**config.mk**
```make
export PLATFORM = sky130hd
export DESIGN_NAME = fill_req_tracker
export DESIGN_NICKNAME = d
export VERILOG_FILES = /design/src/rtl/fill_req_tracker.sv
export SDC_FILE = /design/constraint.sdc
export NUM_CORES = 2
export LEC_CHECK = 0
export BUFFER_PORTS_ARGS = -buffer_cell sky130_fd_sc_hd__buf_2
export CAP_MARGIN = 20
export CORE_AREA = 2 2 495 497
export DETAILED_ROUTE_END_ITERATION = 8
export DIE_AREA = 0 0 497 499
export HOLD_SLACK_MARGIN = 0.03
export SYNTH_ARGS = -nofsm -noshare
export SYNTH_HDL_FRONTEND = slang
export SYNTH_SLANG_ARGS = --single-unit
```
**constraint.sdc**
```tcl
create_clock -name clk -period 18.3 [get_ports clk]
set_input_delay 3.66 -clock clk [delete_from_list [all_inputs] [get_ports clk]]
set_output_delay 3.66 -clock clk [all_outputs]
set_load 0.02 [all_outputs]
```
**src/rtl/fill_req_tracker.sv**
```systemverilog
// fill_req_tracker
// Miss-fill tracker placed directly upstream of the fill FIFO. Accepts
// line-miss requests, issues one AXI read-address request per miss tagged
// with the slot index, matches returning single-beat read data back to the
// stored line address by ID, and pushes {line_addr, data} into the fill FIFO.
//
// Ports
//   clk, rst_n                      clock, asynchronous active-low reset
//   miss_valid_i/miss_addr_i        miss request in, miss_ready_o handshake
//   arid_o/araddr_o/arvalid_o       AXI read-address channel out
//   arready_i
//   rid_i/rdata_i/rvalid_i          AXI read-data channel in (single beat)
//   rready_o
//   fill_afull_i                    fill FIFO almost-full
//   fill_wren_o/fill_data_o         fill FIFO write port
//   outstanding_o                   busy slot count
//   err_o                           sticky unmatched-ID flag
module fill_req_tracker #(
  parameter int          ENTRIES = 8,
  parameter logic [15:0] ID_BASE = 16'h0000
) (
  input  logic         clk,
  input  logic         rst_n,
  input  logic         miss_valid_i,
  input  logic [63:0]  miss_addr_i,
  output logic         miss_ready_o,
  output logic [15:0]  arid_o,
  output logic [63:0]  araddr_o,
  output logic         arvalid_o,
  input  logic         arready_i,
  input  logic [15:0]  rid_i,
  input  logic [511:0] rdata_i,
  input  logic         rvalid_i,
  output logic         rready_o,
  input  logic         fill_afull_i,
  output logic         fill_wren_o,
  output logic [575:0] fill_data_o,
  output logic [4:0]   outstanding_o,
  output logic         err_o
);

  localparam int IW = $clog2(ENTRIES);

  logic [ENTRIES-1:0] r_busy;
  logic [57:0]        r_line [ENTRIES];
  logic               r_arvalid;
  logic [15:0]        r_arid;
  logic [63:0]        r_araddr;
  logic               r_wren;
  logic [575:0]       r_fill;
  logic [4:0]         r_cnt;
  logic               r_err;

  logic               w_any_free;
  logic [IW-1:0]      w_free_idx;
  logic               w_miss_fire;
  logic               w_r_fire;
  logic [IW-1:0]      w_r_slot;
  logic               w_r_match;
  logic               w_free_hit;

  // Lowest-index free slot: scan downward so the last hit wins.
  always_comb begin
    w_any_free = 1'b0;
    w_free_idx = '0;
    for (int i = ENTRIES - 1; i >= 0; i--) begin
      if (!r_busy[i]) begin
        w_any_free = 1'b1;
        w_free_idx = IW'(i);
      end
    end
  end

  // A new miss can only be taken when the single AR register is empty or
  // draining this cycle.
  assign miss_ready_o = w_any_free && (!r_arvalid || arready_i);
  assign w_miss_fire  = miss_valid_i && miss_ready_o;

  assign rready_o = !fill_afull_i;
  assign w_r_fire = rvalid_i && !fill_afull_i;
  assign w_r_slot = rid_i[IW-1:0];

  // A slot whose request is still sitting in the AR register cannot have
  // legitimately returned data yet, so a beat claiming it is treated as stray.
  assign w_r_match = (rid_i[15:IW] == ID_BASE[15:IW]) && r_busy[w_r_slot] &&
                     !(r_arvalid && (r_arid[IW-1:0] == w_r_slot));
  assign w_free_hit = w_r_fire && w_r_match;

  // Line address store: no reset needed, validity is carried by r_busy.
  generate
    for (genvar gi = 0; gi < ENTRIES; gi++) begin : g_line
      always_ff @(posedge clk) begin
        if (w_miss_fire && (w_free_idx == IW'(gi)))
          r_line[gi] <= miss_addr_i[63:6];
      end
    end
  endgenerate

  always_ff @(posedge clk or negedge rst_n) begin
    if (!rst_n) begin
      r_busy    <= '0;
      r_arvalid <= 1'b0;
      r_arid    <= '0;
      r_araddr  <= '0;
      r_wren    <= 1'b0;
      r_fill    <= '0;
      r_cnt     <= '0;
      r_err     <= 1'b0;
    end else begin
      // Allocation and free never touch the same slot in one cycle.
      if (w_miss_fire) r_busy[w_free_idx] <= 1'b1;
      if (w_free_hit)  r_busy[w_r_slot]   <= 1'b0;

      if (w_miss_fire) begin
        r_arvalid <= 1'b1;
        r_arid    <= ID_BASE | 16'(w_free_idx);
        r_araddr  <= {miss_addr_i[63:6], 6'b0};
      end else if (arready_i) begin
        r_arvalid <= 1'b0;
      end

      r_wren <= w_free_hit;
      if (w_free_hit) r_fill <= {r_line[w_r_slot], 6'b0, rdata_i};

      r_cnt <= r_cnt + 5'(w_miss_fire) - 5'(w_free_hit);

      if (w_r_fire && !w_r_match) r_err <= 1'b1;
    end
  end

  assign arvalid_o     = r_arvalid;
  assign arid_o        = r_arid;
  assign araddr_o      = r_araddr;
  assign fill_wren_o   = r_wren;
  assign fill_data_o   = r_fill;
  assign outstanding_o = r_cnt;
  assign err_o         = r_err;

endmodule

```
==> metrics.md <==
| Metric | Value |
|---|---|
| Clk_skew | `around 43 ps` |
| Period utilization | `between 40% and 50%` |
| Stages on the worst setup path | `10` |
| Initial antenna violation count | `between 200 and 250` |
| Die ar. | `0.248 mm²` |
| Worst Hold Slack | `between 400 and 500 ps` |
| Mux contribution to synthesized area | `24.2%` |
| Worst slew pin tran | `roughly 1100 ps` |
| Adder-cell share of the synthesized area | `less than 1%` |
| Yosys cell types | `50` |
| Core box area | `around 0.24 mm²` |
| Slowest Stage Delay on Critical Path | `about 800 ps` |
| CTS tree | `yes` |
| EDFF count, synth | `approximately 460` |
| CP endpoint kind | `flip-flop` |
| # fillers | `25100` |
| R2R depth | `8` |
| Post-CTS Resized | `0` |
| TritonCTS buffer count | `about 130` |
| Synth warnings | `0` |
| # IOs | `1264` |
| FF+latch count, synth | `~1100` |
| Avg Cell Area, Syn | `between 15 and 20 µm²` |
| Mapped cell area | `0.0441 mm²` |
| Sequential share of the synthesized area | `roughly two thirds` |
| Chip height | `between 400 and 500 µm` |
| Delay-heaviest family, CP | `buffers and inverters` |
| Row Count | `approximately 180` |
| DRT antenna net count | `0` |
| Nets | `roughly 4200` |
| Vias per cell | `just under 4` |
| Max-slew violations | `0` |
| Max Cap Violations | `0` |
| Detailed-placement wirelength estimate | `approximately 170000 µm` |
| TritonRoute pass-1 iters | `6` |
| Placed insts | `roughly 6700` |
| Area growth from synthesis to final layout | `33.1%` |
| Max-slew headroom | `25.1%` |
| Clock latency at the later pin of the worst-skew pair | `790 ps` |
| Fin crit period | `8400 ps` |
| Clk slew on worst S/H paths | `approximately 60 ps` |
| Cell count after synthesis | `around 2400` |
| First-pass GRT wire length | `between 200000 and 300000 µm` |
| Met1 WL | `slightly above 80000 µm` |
| CP Buf/Inv Count | `6` |
| # Post-CTS Setup Buffers | `0` |
| Routed len/inst | `30.1 µm` |
| CTS sink count | `roughly 1100` |
| Vias in the first global route | `approximately 27000` |
| DRC Markers | `0` |
| Most common cell after layout, fill and taps aside | `buf_2` |
| Share of cells above drive strength 1 | `around three fifths` |
| Critical path peak fanout | `117` |
| VDD IR max | `roughly 0.090 mV` |
| Starting DRT DRC Count | `about 2000` |
| Worst min path class | `reg2reg` |
| Power per Cell Area | `around 110 mW/mm²` |
| Leakage | `about 28 nW` |
| Met2 wire length | `approximately 110000 µm` |
| DR vias | `27400` |
| Peak Freq | `roughly 0.12 GHz` |
| Maximum buffer depth of the clock tree | `3` |
| Post-synth ARST share | `58.2%` |
| Worst EP required | `between 15000 and 20000 ps` |
| Most frequent cells in the layout | `1228 x buf_2, 647 x dfrtp_1, 492 x mux2_4, 464 x edfxtp_1, 186 x mux2_2` |
| Critical path arrival | `approximately 9000 ps` |
| Max layer used | `met5` |
| Synth Flop Type | `dfrtp_1` |
| CP cell instances | `buf_6 -> inv_2 -> buf_4 -> nor2_1 -> a2111o_1 -> or2_4 -> buf_4 -> buf_4 -> buf_12 -> mux2_2` |
| Simple-Gate Fraction of Synth Area | `less than 1%` |
| Compound-gate portion of the synthesized area | `roughly 3.6%` |
| Post-CTS Hold Fix Bufs | `0` |
| Endpoints failing setup | `0` |
| Xor and xnor area share after synthesis | `less than 1%` |
| CP most frequent cell | `buf_4` |
| Routed wire length | `between 200000 and 250000 µm` |
| Total GRT Usage | `between 10% and 20%` |
| Largest net degree at the start of global routing | `between 100 and 150` |
| CP max stage cell | `buf_4` |
| Hold path depth | `1` |
| Startpoint type of the worst setup path | `input pin` |
| Final hold violations | `0` |
| Global placer's final weighted congestion | `~0.9` |
| GRT overflow | `0` |
| Starting Density | `between 10% and 20%` |
| Die X | `497 µm` |
| Outcome | `finished clean` |
| # port buffers | `about 1200` |
| Setup TNS | `0 ps` |
| Clock H-tree levels | `4` |
| Root Driver | `clkbuf_16` |
| WS Path Type | `in2reg` |
| RSZ-0062 raised after global routing | `false` |
| Detail Route met3 WL | `16100 µm` |
| Largest family of logic cells by synthesized area | `multiplexers` |
| Layout Cells excl Fill | `approximately 7000` |
==> where the power goes <==
group / switching (mW) / leakage [nW] / internal (mW)
clock network: 1.18 / 2.33 / 1.69
registers: 0.0599 / 13.0 / 2.75
logic: 0.441 / 12.9 / 0.267
total: 1.68 / 28.2 / 4.71
==> cells in the mapped netlist (2+ instances only) <==
cell         n  area share (%)
clkbuf_1    48            0.41
o2bb2ai_1   15            0.30
xnor2_1      7            0.14
mux2i_1     44             1.0
a31oi_1      4           0.057
mux4_2      27             1.4
mux2_4     492              17
nor2_1      41            0.35
buf_2       17            0.19
a21boi_0     3           0.051
mux2_1      11            0.28
dfrtp_1    647              37
a21oi_1     24            0.27
nand2b_1     2           0.028
a22oi_1     37            0.63
nor2b_1      5           0.071
buf_6       58             1.5
o21ai_0     22            0.25
mux2_2     186             4.8
and3_1       2           0.028
inv_1        8           0.068
nor3_1       3           0.034
nand4_1      4           0.057
buf_4       26            0.44
ha_1         4            0.11
nand2_1     23            0.20
a21o_1       2           0.034
nor4_1       2           0.028
a221o_1      7            0.16
buf_1        5           0.043
and2_1       2           0.028
o221ai_1    13            0.26
a2bb2oi_1    4           0.079
o22ai_1     21            0.30
edfxtp_1   464              32
a221oi_1    56             1.1
==> layer usage <==
| metal | GRT usage (%) | up-vias |
|---|---|---|
| met5 | 0 | - |
| met3 | 5.25 | 465 |
| met2 | 28.7 | 1412 |
| met1 | 19.0 | 14000 |
| li1 | - | 11500 |
| met4 | 5.39 | 24 |
==> sequential cells by signal (all words and copies together) (netlist names) <==
signal         count
fill_wren_o        1
outstanding_o      5
r_line           464
err_o              1
fill_data_o      570
araddr_o          58
r_busy             8
arvalid_o          1
arid_o             3
==> cell type report <==
| cell class | count | area (µm²) | share of cell area [%] |
|---|---|---|---|
| Antenna cell | 43 | 108 | 0.184 |
| Timing Repair Buffer | 1274 | 6570 | 11.2 |
| Clock inverter | 67 | 1030 | 1.76 |
| Multi-Input combinational cell | 1099 | 13000 | 22.1 |
| Tap cell | 3202 | 4010 | 6.83 |
| Sequential cell | 1111 | 30100 | 51.4 |
| Clock buffer | 179 | 3800 | 6.47 |
| Inverter | 10 | 38.8 | 0.0661 |
==> through the flow <==
stage / setup WS (ps) / power [mW] / cell area (µm²) / util, %
final: 9900 / 6.39 / 58600 / 24.2
after global routing: 9700 / 6.65 / 58600 / 24.1
after CTS: 9920 / 6.50 / 58500 / 24.1
after detailed placement: 9040 / 3.59 / 53700 / 22.1
after global placement: 9090 / 3.57 / 53700 / 22.1
after floorplan: 9110 / 3.23 / 44200 / -
==> worst reg2reg max path, cell delays in order (launching register included) <==
cell and delay [ps]:
dfrtp_1 490, mux2i_1 170, mux4_2 240, a2111o_1 440
or2_4 730, buf_4 740, buf_4 850, buf_12 710
mux2_2 600
==> cell families (layout without fill, tap and decap cells) <==
kind of cell,count (synthesis),after routing
compound gates,214,214
xor+xnor,8,8
fa+ha+maj,5,5
buf+inv,164,1530
flops,1111,1111
mux,760,760
other cells,1,68
simple gates,87,87
==> worst paths after layout <==
kind,startpoint,endpoint,slack [ps]
hold / removal,err_o,err_o,460
min in group asynchronous,rst_n,araddr_o[21],2850
max in group asynchronous,rst_n,fill_data_o[417],12670
hold reg to reg,err_o,err_o,460
setup reg to reg,r_busy[0],fill_data_o[3],13200
setup / recovery,rid_i[2],fill_data_o[3],9900
No activity file was read; power rests on OpenSTA's default activity.
